File: src/rtl/loader_pkg.sv
// Shared command encodings, bank selects and state type for the program loader.
package loader_pkg;

    // First byte of every frame selects the operation.
    localparam logic [7:0] CMD_LD_INSTR = 8'hA0;
    localparam logic [7:0] CMD_LD_DATA  = 8'hA1;
    localparam logic [7:0] CMD_RUN      = 8'hA5;

    // Write target on mem_sel.
    localparam logic SEL_INSTR = 1'b0;
    localparam logic SEL_DATA  = 1'b1;

    typedef enum logic [2:0] {
        IDLE,
        ADDR,
        CNT,
        HI,
        LO,
        RUN
    } state_t;

    // True for either of the two bank-load commands.
    function automatic logic is_load_cmd(input logic [7:0] b);
        return (b == CMD_LD_INSTR) || (b == CMD_LD_DATA);
    endfunction

    // Bank selected by a load command byte.
    function automatic logic bank_of(input logic [7:0] b);
        return (b == CMD_LD_DATA) ? SEL_DATA : SEL_INSTR;
    endfunction

endpackage

File: src/rtl/prog_loader.sv
// Byte-stream loader: fills instruction/data banks with big-endian words,
// then releases the core via cpu_run until it halts.
module prog_loader
    import loader_pkg::*;
#(
    parameter int unsigned ADDR_W = 7,
    parameter int unsigned DATA_W = 16
) (
    input  logic              clk1,
    input  logic              rst,
    input  logic              in_valid,
    input  logic [7:0]        in_byte,
    output logic              in_ready,
    output logic              mem_we,
    output logic              mem_sel,
    output logic [ADDR_W-1:0] mem_addr,
    output logic [DATA_W-1:0] mem_wdata,
    input  logic              hlt,
    output logic              cpu_run,
    output logic              done,
    output logic              err,
    output logic [15:0]       words_loaded
);

    state_t state_q, state_d;

    logic              accept;
    logic              lo_accept;
    logic [ADDR_W-1:0] addr_q;     // next address to write
    logic [7:0]        cnt_q;      // words remaining in the current frame
    logic [7:0]        hi_q;       // high byte of the word being assembled
    logic              sel_q;
    logic              we_q;
    logic [ADDR_W-1:0] mem_addr_q;
    logic [DATA_W-1:0] wdata_q;
    logic              done_q;
    logic              err_q;
    logic [15:0]       words_q;

    assign accept    = in_valid && in_ready;
    assign lo_accept = accept && (state_q == LO);

    // State register.
    always_ff @(posedge clk1 or posedge rst) begin
        if (rst) begin
            state_q <= IDLE;
        end else begin
            state_q <= state_d;
        end
    end

    // Next-state logic: frame parsing and run/halt handshake.
    always_comb begin
        state_d = state_q;
        case (state_q)
            IDLE: begin
                if (accept) begin
                    if (is_load_cmd(in_byte)) begin
                        state_d = ADDR;
                    end else if (in_byte == CMD_RUN) begin
                        state_d = RUN;
                    end else begin
                        state_d = IDLE;
                    end
                end
            end
            ADDR: begin
                if (accept) begin
                    state_d = CNT;
                end
            end
            CNT: begin
                if (accept) begin
                    state_d = (in_byte == 8'd0) ? IDLE : HI;
                end
            end
            HI: begin
                if (accept) begin
                    state_d = LO;
                end
            end
            LO: begin
                if (accept) begin
                    state_d = (cnt_q == 8'd1) ? IDLE : HI;
                end
            end
            RUN: begin
                if (hlt) begin
                    state_d = IDLE;
                end
            end
            default: state_d = IDLE;
        endcase
    end

    // Outputs decoded from state; combinational so reset drops cpu_run at once.
    always_comb begin
        in_ready = 1'b1;
        cpu_run  = 1'b0;
        if (state_q == RUN) begin
            in_ready = 1'b0;
            cpu_run  = 1'b1;
        end
    end

    // Datapath: word assembly, write strobe, address/count tracking, flags.
    always_ff @(posedge clk1 or posedge rst) begin
        if (rst) begin
            addr_q     <= '0;
            cnt_q      <= '0;
            hi_q       <= '0;
            sel_q      <= SEL_INSTR;
            we_q       <= 1'b0;
            mem_addr_q <= '0;
            wdata_q    <= '0;
            done_q     <= 1'b0;
            err_q      <= 1'b0;
            words_q    <= '0;
        end else begin
            we_q <= lo_accept;

            if (accept && (state_q == IDLE)) begin
                done_q <= 1'b0;
                if (is_load_cmd(in_byte)) begin
                    sel_q <= bank_of(in_byte);
                end else if (in_byte != CMD_RUN) begin
                    err_q <= 1'b1;
                end
            end

            if (accept && (state_q == ADDR)) begin
                addr_q <= in_byte[ADDR_W-1:0];
            end

            if (accept && (state_q == CNT)) begin
                cnt_q <= in_byte;
            end

            if (accept && (state_q == HI)) begin
                hi_q <= in_byte;
            end

            // Address wraps naturally at ADDR_W bits.
            if (lo_accept) begin
                mem_addr_q <= addr_q;
                wdata_q    <= {hi_q, in_byte};
                addr_q     <= addr_q + 1'b1;
                cnt_q      <= cnt_q - 8'd1;
                words_q    <= words_q + 16'd1;
            end

            if ((state_q == RUN) && hlt) begin
                done_q <= 1'b1;
            end
        end
    end

    assign mem_we       = we_q;
    assign mem_sel      = sel_q;
    assign mem_addr     = mem_addr_q;
    assign mem_wdata    = wdata_q;
    assign done         = done_q;
    assign err          = err_q;
    assign words_loaded = words_q;

endmodule

File: config.mk
export PLATFORM = sky130hd
export DESIGN_NAME = prog_loader
export DESIGN_NICKNAME = d
export VERILOG_FILES = /design/src/rtl/loader_pkg.sv /design/src/rtl/prog_loader.sv
export SDC_FILE = /design/constraint.sdc
export NUM_CORES = 1
export LEC_CHECK = 0
export CAP_MARGIN = 10
export CORE_AREA = 2 2 80 82
export CTS_BUF_LIST = sky130_fd_sc_hd__clkbuf_4 sky130_fd_sc_hd__clkbuf_8
export CTS_CLUSTER_SIZE = 28
export DETAILED_ROUTE_END_ITERATION = 7
export DIE_AREA = 0 0 82 84
export PLACE_DENSITY = 0.82
export SLEW_MARGIN = 5
export SYNTH_ARGS = -nofsm -noshare
export SYNTH_HDL_FRONTEND = slang
export SYNTH_SLANG_ARGS = --single-unit
File: constraint.sdc
create_clock -name clk1 -period 3.4 [get_ports clk1]
set_clock_uncertainty 0.05 [all_clocks]
set_input_delay 1.02 -clock clk1 [delete_from_list [all_inputs] [get_ports clk1]]
set_output_delay 1.02 -clock clk1 [all_outputs]
set_load 0.02 [all_outputs]
# Yosys cells after proc, flatten, opt, wreduce, memory -nomap -nowiden
# Index checks and enable logic that the tools add are counted.
# W data, S select, Z words.
[classes]
bitwise = 1
n_eq_ne = 16
muxes = 20
reduce_logical = 16
add_sub_neg = 3
[ops]
columns = ["cell", "count"]
rows = [
  ["$eq A8 B8 Y1 const B", 3],
  ["$mux W3", 8],
  ["$pmux W3 S6", 1],
  ["$add A16 B1 Y16 const B", 1],
  ["$mux W8", 2],
  ["$mux W7", 2],
  ["$ne A2 B2 Y1 const B", 6],
  ["$eq A8 B1 Y1 const B", 1],
  ["$logic_not A8 Y1", 1],
  ["$ne A8 B8 Y1 const B", 1],
  ["$sub A8 B1 Y8 const B", 1],
  ["$add A7 B1 Y7 const B", 1],
  ["$logic_and A1 B1 Y1", 7],
  ["$eq A3 B2 Y1 const B", 2],
  ["$eq A3 B3 Y1 const B", 2],
  ["$reduce_and A6 Y1", 1],
  ["$reduce_bool A2 Y1", 3],
  ["$mux W1", 5],
  ["$mux W2", 2],
  ["$eq A3 B1 Y1 const B", 1],
  ["$logic_not A3 Y1", 1],
  ["$reduce_and A3 Y1", 1],
  ["$reduce_and A2 Y1", 1],
  ["$logic_or A1 B1 Y1", 1],
  ["$not A1 Y1", 1],
]
[word_totals]
register_bits = 69
in_bits = 12
output_inout_bits = 45
word_cells = 67

# Depth between registers and ports, before layout
[logic_depth]
ltp_word = 6
mapped_depth = 9
depth_no_buf = 6

# Least setup slack after synthesis
# Ideal clock, no wire load.
[synth_timing]
path_kind = "input -> register"
startpoint = "input in_byte[1]"
endpoint = "register sel_q, in the netlist mem_sel"
arrival_time_ns = 2.111
slack_ns = 1.112
setup_ns = 0.128
path_stages = 3
required_time_ns = 3.222
path_buffers = 0
cell_sequence = "or4_4 nor4_2 mux2_1"
[synth_via]
elab_chain_cells = 3
word_cells_on_any_way = 5
cone_classes = "2 x eq/ne; 1 x mux; 2 x reduce/logical"
[synth_rtl]
columns = ["element", "line_no", "rtl"]
rows = [
  ["from (decl)", "prog_loader.sv:12", "input logic [7:0] in_byte,"],
  ["$eq A8 B8 Y1 (on tied branches)", "loader_pkg.sv:24, loader_pkg.sv:29", ""],
  ["$logic_or A1 B1 Y1", "loader_pkg.sv:24", "return (b == CMD_LD_INSTR) || (b == CMD_LD_DATA);"],
  ["$reduce_and A2 Y1 (no line)", "--", ""],
  ["to (signal assigned)", "prog_loader.sv:125", "sel_q <= bank_of(in_byte);"],
  ["to (decl)", "prog_loader.sv:32", "logic sel_q;"],
]
# Several ways; a longest one is shown, not always the timed one.
# A chain may end at the register's enable or synchronous reset.

# Worst setup path after layout
[layout_timing]
startpoint = "register state_q[2]"
endpoint = "output cpu_run"
[layout_via]
elab_chain_cells = 2
[layout_rtl]
columns = ["element", "line_no", "rtl"]
rows = [
  ["from (decl)", "prog_loader.sv:25", "state_t state_q, state_d;"],
  ["from (signal assigned)", "prog_loader.sv:48", "state_q <= state_d;"],
  ["$eq A3 B3 Y1", "prog_loader.sv:100", "if (state_q == RUN) begin"],
  ["$mux W1", "prog_loader.sv:100", ""],
  ["to (decl)", "prog_loader.sv:19", "output logic cpu_run,"],
]
# Every way passes these cells.

==> insert_results.sql <==
INSERT INTO impl_metrics (metric_group, metric, value, unit) VALUES
('outcome', 'outcome', 'finished clean', ''),
('placement', 'place_worst_setup_slack', '0.4991', 'ns'),
('sta', 'fin_ws', '0.3238', 'ns'),
('final_layout', 'instances_no_fill', '466', ''),
('final_layout', 'fillers', '492', ''),
('grt', 'grt_first_pass_wirelength', '11960', 'um'),
('power_and_ir_drop', 'leakagePower', '1.842', 'nW'),
('synth', 'synth_top_cell_by_area', 'dfrtp_1', ''),
('placement', 'postPlaceCellArea', '3880', 'um^2'),
('synth', 'ys_dominant_reg_cell', 'dfrtp_1', ''),
('sta', 'report.final.slew_viol_count', '0', ''),
('synth', 'ys_async_sr_fraction', '1.000', ''),
('synth', 'synth_edf_count', '0', ''),
('power_and_ir_drop', 'swShare', '0.3756', ''),
('clock_network', 'clock_latency', '0.34', 'ns'),
('detailed_routing', 'vias_per_cell', '5.620', ''),
('synth', 'synth_fp_nets', '345', ''),
('floorplanning', 'boundaryPins', '57', ''),
('critical_path', 'worst_path_most_repeated_cell', 'inv_1', ''),
('clock_network', 'cts_repair_resize_count', '0', ''),
('critical_path', 'timing.critical_path.slowest_stage_cell', 'clkdlybuf4s50_1', ''),
('placement', 'final_weighted_congestion_of_routability_driven_global_placement', '0.8963', ''),
('clock_network', 'cts_setup_buffers', '0', ''),
('detailed_routing', 'drt_first_iter_violations', '175', ''),
('critical_path', 'critical_path_class', 'flip-flop to output pin', ''),
('power_and_ir_drop', 'report.power.total', '3.287', 'mW'),
('sta', 'final_period_minus_worst_setup_slack', '3.076', 'ns'),
('clock_network', 'cts-buffers-inserted', '9', ''),
('floorplanning', 'floorplan.die.width', '82', 'um'),
('grt', 'vias_in_the_first_global_route', '2523', ''),
('placement', 'place_hpwl', '5194', 'um'),
('critical_path', 'worstPathMaxFanout', '12', ''),
('placement', 'numPlacedInstances', '452', ''),
('clock_network', 'sinks_on_the_clock_net', '69', ''),
('placement', 'numPortBuffers', '56', ''),
('min_path', 'hold_class', 'flip-flop to flip-flop', ''),
('clock_network', 'cts_hold_buf', '0', ''),
('critical_path', 'worst_setup_path_start_kind', 'flip-flop', ''),
('critical_path', 'cell_chain_of_the_critical_path', 'inv_1 -> nor2_1 -> nand2_1 -> inv_1 -> clkdlybuf4s50_1', ''),
('final_layout', 'final_design_area_no_fill', '4068', 'um^2'),
('sta', 'post-route-period-util', '0.9048', ''),
('critical_path', 'cp_data_required_time', '2.33', 'ns'),
('power_and_ir_drop', 'power_frac_seq', '0.430', ''),
('clock_network', 'cts.reportedPaths.clkPinSlew', '0.07', 'ns'),
('final_layout', 'final_layout_size_suffix_gt1_frac', '0.1003', ''),
('power_and_ir_drop', 'ir_drop', '0.0004174', 'V'),
('synth', 'synthesis.area', '3251', 'um^2'),
('sta', 'final-hold-violation-count', '0', ''),
('synth', 'synth.yosys.seq_area_share', '0.5312', ''),
('final_layout', 'final_common_cell', 'nand2_1', ''),
('critical_path', 'arrival_time_at_the_worst_endpoint', '2.01', 'ns'),
('sta', 'tns', '0', 'ns'),
('floorplanning', 'die_h', '84', 'um'),
('power_and_ir_drop', 'switching_power', '1.234', 'mW'),
('synth', 'synth_area_leaders', 'dfrtp_1, nand2_1, xnor2_1, mux2_2, nor2_1', ''),
('sta', 'final_setup_violating_endpoints', '0', ''),
('sta', 'max-slew-margin-rel', '0.6292', ''),
('final_layout', 'num_antenna_cells', '0', ''),
('power_and_ir_drop', 'share_clk_of_total_power', '0.197', ''),
('sta', 'rsz0062_at_grt', 'no', ''),
('detailed_routing', 'wirelength', '7277', 'um'),
('floorplanning', 'die_area', '6888', 'um^2'),
('grt', 'globalRouteOverflowTotal', '0', ''),
('clock_network', 'tritoncts', 'done', ''),
('synth', 'post_synth_inst_count', '329', ''),
('detailed_routing', 'count_of_tritonroute_iterations_in_the_first_routing_pass', '4', ''),
('power_and_ir_drop', 'power-per-cell-area', '808.0', 'nW/um^2'),
('clock_network', 'cts-root-buf', 'clkbuf_8', ''),
('grt', 'groute.usage.overall', '0.2261', ''),
('sta', 'maxClockFrequency', '325.1', 'MHz'),
('final_layout', 'syn2layout_area_growth', '25.13', '%');
logic make-up (layout without fill, tap and decap cells):
kind of cell,Yosys count,in the layout,synth area share
buffers and inverters,29,89,0.04388
adder cells (fa/ha/maj),4,4,0.01540
AO/OA/AOI/OAI,50,50,0.09892
multiplexers,10,10,0.03426
XOR/XNOR,16,16,0.04311
flip-flops,69,69,0.5312
AND/OR/NAND/NOR,151,151,0.2333
layout make-up:
cell class / instances / area, um^2 / area share
Tap cell: 77 / 96.34 / 0.02369
Sequential cell: 69 / 1727 / 0.4245
Inverter: 12 / 45.04 / 0.01107
Clock buffer: 10 / 137.6 / 0.03384
Clock inverter: 4 / 50.05 / 0.01230
Multi-Input combinational cell: 231 / 1386 / 0.3408
Timing Repair Buffer: 63 / 625.6 / 0.1538
routing by layer:
| layer | global-route usage | wire length, um | part of all wire | up-vias |
|---|---|---|---|---|
| met4 | 0.06061 | 81 | 0.011 | 0 |
| met3 | 0.06061 | 358 | 0.049 | 9 |
| li1 | - | - | - | 1254 |
| met2 | 0.3695 | 3726 | 0.51 | 82 |
| met1 | 0.2947 | 3110 | 0.43 | 1274 |
| met5 | 0 | 0 | 0 | - |
path summary, 6_finish.rpt:
kind | endpoint | cells after the start | startpoint | slack [ns]
max in group asynchronous | words_loaded[7] | 3 | rst | 1.71
min | mem_wdata[13] | 2 | hi_q[5] | 0.41
min reg2reg | mem_wdata[13] | 2 | hi_q[5] | 0.41
min in group asynchronous | mem_wdata[4] | 2 | rst | 0.98
max reg2reg | cnt_q[6] | 5 | state_q[0] | 1.22
max | cpu_run | 5 | state_q[2] | 0.32
Yosys cell counts (3+ instances only):
cell type	number
a21oi_1	13
a311oi_1	4
a31oi_1	4
buf_2	12
buf_4	3
dfrtp_1	69
ha_1	4
inv_1	12
mux2_2	8
nand2_1	85
nand3_1	10
nand4_1	7
nor2_1	19
nor4_1	4
o21ai_0	13
xnor2_1	12
xor2_1	4
sequential cells by signal, summed over array words and instances, names as in the netlist:
signal	count
mem_wdata	16
cnt_q	8
words_loaded	16
mem_sel	1
done	1
addr_q	7
err	1
mem_addr	7
hi_q	8
mem_we	1
state_q	3
worst reg2reg max path: stages (launching register included):
cell and delay [ns]:
dfrtp_1 0.70, nand4bb_2 0.26, buf_4 0.43, nand2_1 0.29, o21a_1 0.18, o21a_1 0.17
stage by stage:
stage	util	hold WS, ns
finish	0.6673	0.4130
global route	0.6673	0.4438
CTS	0.6673	0.4169
detailed placement	0.6365	0.3981
global placement	0.6365	0.3995
floorplan	-	0.3831
power by group through the flow:
stage	Combinational, mW	Sequential, mW	Clock [mW]
after floorplan	0.662	1.50	0
after global placement	1.18	1.41	0
after detailed placement	1.23	1.42	0
after CTS	1.24	1.41	0.661
after global routing	1.34	1.46	0.699
final	1.22	1.41	0.648
Power figures use the tool's default switching activity.
